--- src/rtl/wb_arb_pkg.sv ---
// wb_arb_pkg: shared source encoding and register-address width for the writeback arbiter
package wb_arb_pkg;
  localparam int REG_ADDR_W = 5;
  typedef enum logic {SRC_ALU = 1'b0, SRC_MULT = 1'b1} wb_src_e;
  typedef logic [REG_ADDR_W-1:0] reg_addr_t;
endpackage

--- src/rtl/wb_src_fifo.sv ---
// wb_src_fifo: synchronous per-source FIFO with full/empty derived from a registered count
// ports: clock, reset, push/push_data (write), pop (read), head (oldest entry), full, empty
module wb_src_fifo #(
  parameter int WIDTH = 37,
  parameter int DEPTH = 2
) (
  input  logic             clock,
  input  logic             reset,
  input  logic             push,
  input  logic [WIDTH-1:0] push_data,
  input  logic             pop,
  output logic [WIDTH-1:0] head,
  output logic             full,
  output logic             empty
);
  localparam int AW = $clog2(DEPTH);
  localparam int CW = AW + 1;
  logic [WIDTH-1:0] mem [DEPTH];
  logic [AW-1:0] wr_ptr, rd_ptr;
  logic [CW-1:0] count;
  always_ff @(posedge clock)
    if (reset) begin
      wr_ptr <= '0;
      rd_ptr <= '0;
      count <= '0;
    end else begin
      if (push) wr_ptr <= wr_ptr + AW'(1);
      if (pop) rd_ptr <= rd_ptr + AW'(1);
      count <= count + CW'(push) - CW'(pop);
    end
  always_ff @(posedge clock)
    if (push) mem[wr_ptr] <= push_data;
  assign head = mem[rd_ptr];
  assign full = count == CW'(DEPTH);
  assign empty = count == '0;
endmodule

--- src/rtl/wb_port_arbiter.sv ---
// wb_port_arbiter: shares the register-file write port between ALU and MULT writeback streams
// ports: clock/reset; alu_* and mult_* valid/ready result streams; registered wb_* beat with
// wb_src (0 ALU, 1 MULT); with WB_PORT_ARBITER_STATS_EN also stat_conflicts and stat_forced
module wb_port_arbiter
  import wb_arb_pkg::*;
#(
  parameter int DATA_WIDTH = 32,
  parameter int FIFO_DEPTH = 2,
  parameter int MAX_WAIT = 3
) (
  input  logic                  clock,
  input  logic                  reset,
  input  logic                  alu_valid,
  output logic                  alu_ready,
  input  logic [DATA_WIDTH-1:0] alu_result,
  input  logic [REG_ADDR_W-1:0] alu_rd,
  input  logic                  alu_regwrite,
  input  logic                  mult_valid,
  output logic                  mult_ready,
  input  logic [DATA_WIDTH-1:0] mult_result,
  input  logic [REG_ADDR_W-1:0] mult_rd,
  input  logic                  mult_regwrite,
  output logic                  wb_valid,
  output logic [DATA_WIDTH-1:0] wb_data,
  output logic [REG_ADDR_W-1:0] wb_rd,
  output logic                  wb_regwrite,
  output logic                  wb_src
`ifdef WB_PORT_ARBITER_STATS_EN
  ,
  output logic [31:0]           stat_conflicts,
  output logic [31:0]           stat_forced
`endif
);
  typedef struct packed {
    logic [DATA_WIDTH-1:0] data;
    reg_addr_t             rd;
  } entry_t;
  localparam int WW = $clog2(MAX_WAIT + 1);
  entry_t alu_head, mult_head;
  logic alu_full, alu_empty, mult_full, mult_empty;
  logic alu_push, mult_push, grant_alu, grant_mult, forced;
  logic [WW-1:0] alu_wait;
  assign alu_ready = !alu_full && !reset;
  assign mult_ready = !mult_full && !reset;
  // entries that will never write the register file are consumed here
  assign alu_push = alu_valid && alu_ready && alu_regwrite && alu_rd != '0;
  assign mult_push = mult_valid && mult_ready && mult_regwrite && mult_rd != '0;
  assign forced = !alu_empty && !mult_empty && alu_wait == WW'(MAX_WAIT);
  assign grant_mult = !mult_empty && !forced;
  assign grant_alu = !alu_empty && !grant_mult;
  wb_src_fifo #(.WIDTH($bits(entry_t)), .DEPTH(FIFO_DEPTH)) u_alu_fifo (
    .clock(clock), .reset(reset), .push(alu_push), .push_data({alu_result, alu_rd}),
    .pop(grant_alu), .head(alu_head), .full(alu_full), .empty(alu_empty)
  );
  wb_src_fifo #(.WIDTH($bits(entry_t)), .DEPTH(FIFO_DEPTH)) u_mult_fifo (
    .clock(clock), .reset(reset), .push(mult_push), .push_data({mult_result, mult_rd}),
    .pop(grant_mult), .head(mult_head), .full(mult_full), .empty(mult_empty)
  );
  always_ff @(posedge clock)
    if (reset) alu_wait <= '0;
    else alu_wait <= (alu_empty || grant_alu) ? '0 :
                     (alu_wait == WW'(MAX_WAIT)) ? alu_wait : alu_wait + WW'(1);
  always_ff @(posedge clock)
    if (reset) begin
      wb_valid <= 1'b0;
      wb_data <= '0;
      wb_rd <= '0;
      wb_src <= SRC_ALU;
    end else begin
      wb_valid <= grant_alu || grant_mult;
      if (grant_alu || grant_mult) begin
        wb_data <= grant_mult ? mult_head.data : alu_head.data;
        wb_rd <= grant_mult ? mult_head.rd : alu_head.rd;
        wb_src <= grant_mult ? SRC_MULT : SRC_ALU;
      end
    end
  assign wb_regwrite = wb_valid;
`ifdef WB_PORT_ARBITER_STATS_EN
  always_ff @(posedge clock)
    if (reset) begin
      stat_conflicts <= '0;
      stat_forced <= '0;
    end else begin
      stat_conflicts <= stat_conflicts + 32'(!alu_empty && !mult_empty);
      stat_forced <= stat_forced + 32'(forced);
    end
`endif
endmodule

--- config.mk ---
export PLATFORM = sky130hd
export DESIGN_NAME = wb_port_arbiter
export DESIGN_NICKNAME = d
export VERILOG_FILES = /design/src/rtl/wb_arb_pkg.sv /design/src/rtl/wb_src_fifo.sv /design/src/rtl/wb_port_arbiter.sv
export SDC_FILE = /design/constraint.sdc
export NUM_CORES = 1
export LEC_CHECK = 0
export BUFFER_PORTS_ARGS = -buffer_cell sky130_fd_sc_hd__buf_2
export CAP_MARGIN = 15
export CORE_ASPECT_RATIO = 2
export CORE_MARGIN = 5
export CORE_UTILIZATION = 56
export CTS_CLUSTER_DIAMETER = 150
export DETAILED_ROUTE_END_ITERATION = 12
export GPL_ROUTABILITY_DRIVEN = 0
export GPL_TIMING_DRIVEN = 0
export PLACE_DENSITY = 0.86
export SLEW_MARGIN = 20
export SYNTH_ARGS = -nofsm -noshare
export SYNTH_HDL_FRONTEND = slang
export SYNTH_SLANG_ARGS = --single-unit
--- constraint.sdc ---
create_clock -name clock -period 2.7 [get_ports clock]
set_input_delay 0.405 -clock clock [delete_from_list [all_inputs] [get_ports clock]]
set_output_delay 0.405 -clock clock [all_outputs]
set_load 0.03 [all_outputs]
==> results of run 1 <==
worst reg2reg max path, delay by kind of cell (launching register included):
| kind | cells | cell delay, ns |
|---|---|---|
| AOI/OAI and AO/OA | 1 | 0.49 |
| DFF | 1 | 0.45 |
| xor gates and xnor gates | 1 | 0.17 |
| buffers and inverters | 3 | 0.48 |
| adders and majority gates | 2 | 0.47 |
| and+or+nand+nor | 2 | 0.19 |
flip-flops by register name, summed over array words and instances (netlist names), 2 cells and up, named ones only:
signal / cells
alu_wait: 2
u_alu_fifo.count: 2
u_alu_fifo.mem: 74
u_mult_fifo.count: 2
u_mult_fifo.mem: 74
wb_data: 32
wb_rd: 5
placed cells by master (no fill, tap or decap), types with 3 or more instances in the layout:
master,Yosys,routed
edfxtp_1,148,148
buf_2,12,133
mux2i_1,58,58
dfxtp_1,51,51
nand2_1,33,33
a21oi_1,32,32
o22a_1,27,27
nor2_1,22,22
nor2b_1,18,18
clkbuf_16,0,17
a211oi_1,10,10
inv_1,10,8
clkbuf_1,7,8
a2111oi_0,8,8
nor4_1,8,8
nor3_1,6,6
buf_6,6,6
ha_1,5,5
diode_2,0,3
a21o_1,3,3
inv_2,1,3
xor2_1,3,3
xnor2_1,3,3
inv_8,0,3
buf_12,0,3
layer usage:
| layer | up-vias | global-route usage (%) | wire, µm |
|---|---|---|---|
| li1 | 2119 | - | - |
| met1 | 2261 | 22.7 | 5930 |
| met2 | 177 | 38.0 | 9370 |
| met3 | 44 | 4.52 | 833 |
| met4 | 0 | 11.9 | 653 |
| met5 | - | 0 | 0 |
metrics by stage:
step	hold slack, ns	cell area, µm²	power [mW]	setup TNS (ns)
2_1_floorplan	0.397	7420	6.31	0
3_3_place_gp	0.407	8220	7.19	-36.19
3_5_place_dp	0.409	8310	7.34	0
4_1_cts	0.154	8880	9.75	0
5_1_grt	0.148	8880	10.2	0
6_report	0.170	8890	9.72	0
synthesized netlist by cell type:
library cell / count
edfxtp_1: 148
mux2i_1: 58
dfxtp_1: 51
nand2_1: 33
a21oi_1: 32
o22a_1: 27
nor2_1: 22
nor2b_1: 18
buf_2: 12
a211oi_1: 10
inv_1: 10
a2111oi_0: 8
nor4_1: 8
clkbuf_1: 7
buf_6: 6
nor3_1: 6
ha_1: 5
a21o_1: 3
xnor2_1: 3
xor2_1: 3
a211o_1: 2
and2_1: 2
and3_1: 2
nand3_1: 2
buf_1: 1
buf_4: 1
inv_2: 1
nor3_4: 1
o21ai_1: 1
or2_4: 1
or4_1: 1
cell type report:
class                           instances  area (µm²)  share of cell area, %
Tap cell                              152         190                   2.14
Multi-Input combinational cell        248        1750                   19.7
Antenna cell                            3        7.51                 0.0845
Buffer                                 27         165                   1.86
Inverter                               11        41.3                  0.465
Clock inverter                         14         144                   1.62
Timing Repair Buffer                  125         693                   7.80
Clock buffer                           18         429                   4.83
Sequential cell                       199        5470                   61.5
power breakdown:
part,internal [mW],switching (mW),leakage [nW]
clock,1.30,1.12,0.277
combinational,1.25,2.18,1.26
sequential,3.67,0.201,1.76
final timing paths:
path | to | slack [ns]
min | u_mult_fifo.mem[1][30]$_DFFE_PP_ | 0.17
max reg2reg | u_alu_fifo.count[1]$_SDFF_PP0_ | 0.33
max | u_alu_fifo.count[1]$_SDFF_PP0_ | 0.33
min reg2reg | alu_wait[0]$_SDFFE_PP0P_ | 0.42
kinds of logic (layout without fill, tap and decap cells):
kind of cell / count (synthesis) / after routing / share of synthesized area [%]
adders and majority gates: 5 / 5 / 0.843
xor gates and xnor gates: 6 / 6 / 0.708
AOI/OAI and AO/OA: 83 / 83 / 7.91
buffers and inverters: 38 / 195 / 2.78
muxes: 58 / 58 / 7.82
DFF: 199 / 199 / 73.6
other: 0 / 3 / 0
and+or+nand+nor: 96 / 96 / 6.29
==> summary.txt, run 1 <==
layout cell share with drive strength beyond 1: 28.2%
initial antenna violation count: 2
worst r2r src: u_mult_fifo.count[1]$_SDFF_PP0_
cell count after synthesis: 485
Vias/cell: 5.77
average size of a mapped cell: 15.3 µm²
crit share post-route: 87.6%
Filler cells: 883
GRT Overall Usage: 21.3%
antenna viol nets, final: 0
highest clock rate: 423 MHz
fin cells: 797
Root Driver: clkbuf_16
Gates resized, CTS repair: 0
Slew @ Worst Pin: 0.651 ns
DRT Pass-1 Iters: 5
hold_buf cts: 0
die width: 91.4 µm
RSZ-0062 raised after global routing: false
row cnt: 59
Max Cap Viol: 0
CTS tree: yes
Chip Height: 173 µm
CP top delay family: compound AO/OA/AOI/OAI gates
Hold Crit Depth: 1
CP Class: flop to flop
CP max stage cell: o21ai_1
# IOs: 122
drt drc: 0
Yosys reg bits: 199
Synth top area share: 59.9%
maximum vdd drop: 0.811 mV
Post-CTS Setup Inserts: 0
Pins Over Slew Limit: 0
grt total ovfl: 0
routed vias: 4,601
DPL Wire Length: 11,900 µm
Worst Setup End Kind: flop
I/O Buffers: 121
WP depth: 9
Area growth syn-to-layout: 19.8%
clock sink count: 199
arrival time at the worst endpoint: 2.65 ns
Worst Setup SP: u_mult_fifo.count[1]$_SDFF_PP0_
clock buffer count from CTS: 17
Yosys cell types: 31
final core occ: 68.4%
Initial DRC Count: 290
startpoint types: flop
status: finished clean
largest cells by area after synthesis: edfxtp_1, dfxtp_1, mux2i_1, o22a_1, a21oi_1
PwrDens: 1090 nW/µm²
worst path cell trace: nor2_1 -> o21ai_1 -> buf_2 -> inv_1 -> ha_1 -> inv_1 -> ha_1 -> xnor2_1 -> nor2_1
Worst R2R Path Depth: 9
Wirelength per Cell: 21.1 µm
NumNets Final: 714
placed insts: 762
Max clock buf depth: 2
Tmin final: 2.37 ns
setup violators final: 0
Worst-Skew Late Latency: 0.42 ns
Seq/Total Area, Yosys: 73.6%
first-pass GRT wire length: 25,700 µm
Post-Place Setup Slack: 0.209 ns
count of final hold-check violations: 0
vias in the first global route: 4,973
Worst-path clk slew: 0.07 ns
Final Skew: 0.0112 ns
Worst slew margin: 56.6%
delay of the slowest critical-path stage: 0.49 ns
HP Start: mult_result[25]
CTS HTree Levels: 4
Crit path required time: 2.98 ns
cell area after synthesis: 7420 µm²
syn nets: 570
worst setup margin: 0.333 ns
critical path fanouts, max: 10
CP Buf/Inv Count: 3
LEAKAGE: 3.30 nW
Routed WL: 16,800 µm
leading area contributor after synthesis: edfxtp_1
Syn. warnings: 0
Initial Util: 57.1%
die area: 15,800 µm²
Hold Path Class: input pin to flop
largest net degree at the start of global routing: 26
core outline area: 13,000 µm²
(Power assumes the default switching activity.)
==> run 2: changes to the inputs <==
--- a/config.mk
+++ b/config.mk
@@ -7,14 +7,14 @@
 export LEC_CHECK = 0
 export BUFFER_PORTS_ARGS = -buffer_cell sky130_fd_sc_hd__buf_2
 export CAP_MARGIN = 15
-export CORE_ASPECT_RATIO = 2
+export CORE_ASPECT_RATIO = 1.1
 export CORE_MARGIN = 5
-export CORE_UTILIZATION = 56
+export CORE_UTILIZATION = 50
 export CTS_CLUSTER_DIAMETER = 150
 export DETAILED_ROUTE_END_ITERATION = 12
 export GPL_ROUTABILITY_DRIVEN = 0
 export GPL_TIMING_DRIVEN = 0
-export PLACE_DENSITY = 0.86
+export PLACE_DENSITY = 0.82
 export SLEW_MARGIN = 20
 export SYNTH_ARGS = -nofsm -noshare
 export SYNTH_HDL_FRONTEND = slang
==> constraint.sdc (replaced) <==
create_clock -name clock -period 1.9 [get_ports clock]
set_input_delay 0.285 -clock clock [delete_from_list [all_inputs] [get_ports clock]]
set_output_delay 0.285 -clock clock [all_outputs]
set_load 0.03 [all_outputs]
==> summary.txt, run 2 (synthesis gave the netlist of run 1 again) <==
PwrDens: 1540 nW/µm² (+40%)
highest clock rate: 543 MHz (+28%)
Vias/cell: 5.51 (-4.6%)
Slew @ Worst Pin: 0.616 ns (-0.0351 ns)
power after layout: 14.0 mW (+43%)
Wirelength per Cell: 21.0 µm (-0.17%)
Worst-Skew Late Latency: 0.43 ns (about the same)
core outline area: 14,500 µm² (+12%)
most frequent cells in the layout: edfxtp_1, buf_2, mux2i_1
vias in the first global route: 4,877 (-1.9%)
Layout Cell Area excl Fill: 9080 µm² (+2.2%)
CP max stage cell: dfxtp_2
die area: 17,400 µm² (+10%)
drt drc: 0 (unchanged)
largest net degree at the start of global routing: 20 (-23%)
Pins Over Slew Limit: 0 (unchanged)
status: finished clean
critical path fanouts, max: 10 (unchanged)
DP Area: 8280 µm² (-0.36%)
clock buffer count from CTS: 17 (unchanged)
CTS HTree Levels: 4 (unchanged)
Filler cells: 1,083 (+23%)
startpoint types: flop
routed vias: 4,650 (+1.1%)
die width: 126 µm (+38%)
I/O Buffers: 121 (unchanged)
setup violators final: 0 (unchanged)
most common cell after layout, fill and taps aside: edfxtp_1
crit share post-route: 96.9% (+9.3 points)
count of final hold-check violations: 0 (unchanged)
delay of the slowest critical-path stage: 0.36 ns (-0.13 ns)
Worst slew margin: 58.9% (+2.3 points)
arrival time at the worst endpoint: 2.14 ns (-0.51 ns)
DPL Wire Length: 11,000 µm (-7.0%)
Initial DRC Count: 400 (+38%)
Root Driver: clkbuf_16
LEAKAGE: 3.32 nW (+0.48%)
Tmin final: 1.84 ns (-0.525 ns)
grt total ovfl: 0 (unchanged)
Crit path required time: 2.19 ns (-0.79 ns)
CP top delay family: adder cells
GRT Overall Usage: 20.7% (-0.64 points)
Worst-path clk slew: 0.07 ns (about the same)
CP Buf/Inv Count: 3 (unchanged)
top flop regs: u_alu_fifo.mem x74, u_mult_fifo.mem x74, wb_data x32
Routed WL: 17,700 µm (+5.7%)
Worst Setup End Kind: flop
Max Cap Viol: 0 (unchanged)
Chip Height: 138 µm (-20%)
DRT Pass-1 Iters: 5 (unchanged)
CP Class: flop to flop
Hold Path Class: input pin to flop
# IOs: 122 (unchanged)
clock sink count: 199 (unchanged)
Area growth syn-to-layout: 22.4%
NumNets Final: 723 (+1.3%)
antenna viol nets, final: 0 (unchanged)
Initial Util: 51.2% (-6.0 points)
CTS tree: yes
first-pass GRT wire length: 26,700 µm (+4.1%)
initial antenna violation count: 0 (-2)
row cnt: 46 (-22%)
layout cell share with drive strength beyond 1: 30.4% (+2.2 points)
Max clock buf depth: 2 (unchanged)
maximum vdd drop: 0.759 mV (-6.4%)
worst path cell trace: or2_4 -> o21ai_4 -> buf_6 -> inv_1 -> ha_1 -> inv_1 -> ha_1 -> xnor2_1 -> nor2_1
Final Skew: 0.0114 ns (+0.000144 ns)
flop2flop setup slack: 0.06 ns (-0.28 ns)
-- run 2: cell count changes in the layout (fill, tap and decap cells not counted), sizes merged --
cell,before,now
and3,2,4
buf,145,150
clkinv,6,5
clkinvlp,2,7
diode,3,1
inv,16,14
-- run 2: worst paths after layout --
kind,endpoint,start,depth (start not counted)
hold reg to reg,alu_wait[0]$_SDFFE_PP0P_,alu_wait[0]$_SDFFE_PP0P_,1
setup / recovery,u_alu_fifo.count[1]$_SDFF_PP0_,u_alu_fifo.count[1]$_SDFF_PP0_,9
hold / removal,u_mult_fifo.mem[0][9]$_DFFE_PP_,mult_result[4],1
setup reg to reg,u_alu_fifo.count[1]$_SDFF_PP0_,u_alu_fifo.count[1]$_SDFF_PP0_,9
-- run 2: repair_timing --
action,in CTS,in global routing
hold buffers,0,0
setup endpoints to repair,163,100
buffers inserted,8,1
cloned,4,0
gates resized for setup,12,11
pin swaps,3,1
-- run 2: power by group --
group	switching [mW]	internal, mW
Clock	1.57	1.82
Combinational	3.16	1.89
Sequential	0.293	5.22
Total	5.02	8.93
-- run 2: routing by layer --
layer  wire length (µm)  global-route usage, %  vias to the layer above
met1               6740                   25.0                     2268
met3               1440                   5.31                       25
met4                284                   5.90                        0
li1                   -                      -                     2140
met5                  0                      0                        -
met2               9280                   36.8                      217
-- run 2: area by class of cell --
cell class | count | area, µm² | area share, %
Timing Repair Buffer | 130 | 748 | 8.24
Antenna cell | 1 | 2.50 | 0.0275
Clock buffer | 18 | 429 | 4.72
Buffer | 27 | 173 | 1.90
Inverter | 11 | 51.3 | 0.565
Timing Repair inverter | 2 | 15.0 | 0.165
Sequential cell | 199 | 5470 | 60.2
Multi-Input combinational cell | 250 | 1830 | 20.2
Clock inverter | 14 | 124 | 1.36
Tap cell | 192 | 240 | 2.64
-- run 2: metrics by stage --
step                      hold WS, ns  TNS (ns)  utilization, %  worst slack (ns)  std cells
after floorplan                 0.384         0               -            0.0798        485
after global placement          0.405    -60.01            57.1            -0.549        798
after detailed placement        0.434    -74.85            57.1            -0.638        798
after CTS                      0.0333         0            62.3         0.0000486        842
after global routing           0.0256    -0.102            62.6          -0.00834        843
final                          0.0423         0            62.6            0.0584        844
==> run 3: changes to the inputs <==
--- a/config.mk
+++ b/config.mk
@@ -5,7 +5,7 @@
 export SDC_FILE = /design/constraint.sdc
 export NUM_CORES = 1
 export LEC_CHECK = 0
-export BUFFER_PORTS_ARGS = -buffer_cell sky130_fd_sc_hd__buf_2
+export BUFFER_PORTS_ARGS = -buffer_cell sky130_fd_sc_hd__clkbuf_2
 export CAP_MARGIN = 15
 export CORE_ASPECT_RATIO = 1.1
 export CORE_MARGIN = 5
@@ -14,7 +14,7 @@
 export DETAILED_ROUTE_END_ITERATION = 12
 export GPL_ROUTABILITY_DRIVEN = 0
 export GPL_TIMING_DRIVEN = 0
-export PLACE_DENSITY = 0.82
+export PLACE_DENSITY = 0.85
 export SLEW_MARGIN = 20
 export SYNTH_ARGS = -nofsm -noshare
 export SYNTH_HDL_FRONTEND = slang
==> summary.txt, run 3 (synthesis gave the netlist of run 1 again) <==
status: finished clean
antenna viol nets, final: 0 (unchanged)
clock buffer count from CTS: 17 (unchanged)
drt drc: 0 (unchanged)
Pint: 9.03 mW (+1.1%)
LEAKAGE: 3.34 nW (+0.68%)
CTS HTree Levels: 4 (unchanged)
Root Driver: clkbuf_16
Worst R2R Path Depth: 5 (-4)
most frequent cells in the layout: edfxtp_1, clkbuf_2, mux2i_1
Slew @ Worst Pin: 0.611 ns (-0.00472 ns)
largest net degree at the start of global routing: 38 (+90%)
clock sink count: 199 (unchanged)
Comb power frac: 36.3% (about the same)
grt total ovfl: 0 (unchanged)
setup violators final: 0 (unchanged)
Psw: 4.93 mW (-1.9%)
Max Cap Viol: 0 (unchanged)
Worst-Skew Late Latency: 0.43 ns (about the same)
die area: 17,400 µm² (unchanged)
Initial Util: 51.2% (unchanged)
count of final hold-check violations: 0 (unchanged)
PwrDens: 1540 nW/µm² (+0.13%)
Max clock buf depth: 2 (unchanged)
arrival time at the worst endpoint: 1.97 ns (-0.17 ns)
die width: 126 µm (unchanged)
startpoint types: flop
setup TNS: 0 ns (unchanged)
clock power share: 24.0% (-0.3 points)
I/O Buffers: 121 (unchanged)
CTS tree: yes
Final Skew: 0.00792 ns (-0.00347 ns)
initial antenna violation count: 0 (unchanged)
highest clock rate: 545 MHz (+0.39%)
Initial DRC Count: 306 (-24%)
Vias/cell: 5.47 (-0.64%)
top flop regs: u_alu_fifo.mem x74, u_mult_fifo.mem x74, wb_data x32
Wirelength per Cell: 20.4 µm (-3.0%)
Worst slew margin: 59.2% (+0.31 points)
Hold Path Class: input pin to flop
DRT Pass-1 Iters: 6 (+1)
Area growth syn-to-layout: 22.3% (about the same)
Crit path required time: 2.04 ns (-0.15 ns)
routed vias: 4,631 (-0.41%)
maximum vdd drop: 0.682 mV (-10%)
Hold Crit Depth: 1 (unchanged)
Worst-path clk slew: 0.07 ns (about the same)
most common cell after layout, fill and taps aside: edfxtp_1
core outline area: 14,500 µm² (unchanged)
first-pass GRT wire length: 26,200 µm (-2.0%)
Chip Height: 138 µm (unchanged)
GRT Overall Usage: 20.4% (-0.30 points)
Sequential Power Share: 39.6% (about the same)
CP Class: flop to flop
placed insts: 798 (unchanged)
sw frac: 35.3% (-0.68 points)
fin cells: 846 (+0.24%)
# diodes: 0 (-1)
Worst Setup End Kind: flop
RSZ-0062 raised after global routing: true
# IOs: 122 (unchanged)
vias in the first global route: 4,880 (+0.062%)
Routed WL: 17,300 µm (-2.7%)
Tmin final: 1.83 ns (-0.00716 ns)
crit share post-route: 96.6% (-0.38 points)
critical path fanouts, max: 10 (unchanged)
DPL Wire Length: 10,800 µm (-2.6%)
layout cell share with drive strength beyond 1: 30.3% (-0.14 points)
NumNets Final: 726 (+0.41%)
row cnt: 46 (unchanged)
hold_buf cts: 0 (unchanged)
Pins Over Slew Limit: 0 (unchanged)
run 3: cell count changes in the layout (fill, tap and decap cells not counted), sizes merged:
cell / before / now
diode: 1 / 0
clkbuf: 25 / 150
buf: 150 / 33
inv: 14 / 9
clkinvlp: 7 / 5
clkinv: 5 / 8
and3: 4 / 3
run 3: power groups by stage:
stage	sequential (mW)	combinational [mW]	clock (mW)
finish	5.53	5.07	3.35
global route	5.57	5.48	3.59
CTS	5.52	5.00	3.40
detailed placement	5.60	4.78	0
global placement	5.58	4.62	0
floorplan	6.21	2.76	0
run 3: cell type report:
class / instances / area, µm²
buffer: 27 / 176
fill: 1079 / 5430
timing repair inverter: 2 / 15.0
tap: 192 / 240
clock inverter: 10 / 78.8
clock buffer: 22 / 474
inverter: 11 / 51.3
multi-input combinational: 249 / 1810
sequential: 199 / 5470
timing repair buffer: 134 / 766
run 3: path summary, 6_finish.rpt:
| check | slack (ns) | end | startpoint |
|---|---|---|---|
| worst max-delay path | 0.07 | u_mult_fifo.mem[0][6]$_DFFE_PP_ | u_mult_fifo.count[0]$_SDFF_PP0_ |
| worst min-delay path | 0.04 | u_mult_fifo.mem[0][36]$_DFFE_PP_ | mult_result[31] |
| worst max register to register | 0.07 | u_mult_fifo.mem[0][6]$_DFFE_PP_ | u_mult_fifo.count[0]$_SDFF_PP0_ |
| worst min register to register | 0.43 | alu_wait[0]$_SDFFE_PP0P_ | alu_wait[0]$_SDFFE_PP0P_ |
run 3: through the flow:
| stage | utilization [%] | total power, mW | cell area, µm² | hold WS [ns] | setup WS [ns] |
|---|---|---|---|---|---|
| 2_1_floorplan | - | 8.97 | 7430 | 0.384 | 0.0798 |
| 5_1_grt | 62.6 | 14.6 | 9070 | 0.0268 | -0.00553 |
| 3_5_place_dp | 57.1 | 10.4 | 8280 | 0.421 | -0.694 |
| 4_1_cts | 62.3 | 13.9 | 9030 | 0.0209 | -0.00709 |
| 6_report | 62.6 | 14.0 | 9070 | 0.0448 | 0.0655 |
| 3_3_place_gp | 57.1 | 10.2 | 8280 | 0.406 | -0.540 |
run 3: worst max-delay path: stages, from the launching register on:
cell        delay (ns)
dfxtp_1           0.43
inv_1             0.14
a211oi_4          0.39
nand3_2           0.22
clkinvlp_4        0.19
buf_12            0.15
run 3: repair_timing:
item                                    in CTS  in global routing
endpoints found under the setup margin     165                106
cloned                                       3                  0
gates resized for setup                     13                  6
setup buffers                               10                  3
pin swaps                                    2                  3
run 3: routing by layer:
layer | GRT usage [%] | share of wire [%] | wire, µm | vias up
li1 | - | - | - | 2134
met1 | 23.7 | 39 | 6650 | 2264
met2 | 35.2 | 52 | 8990 | 199
met3 | 6.36 | 6.6 | 1150 | 34
met4 | 8.34 | 2.7 | 469 | 0
met5 | 0 | 0 | 0 | -
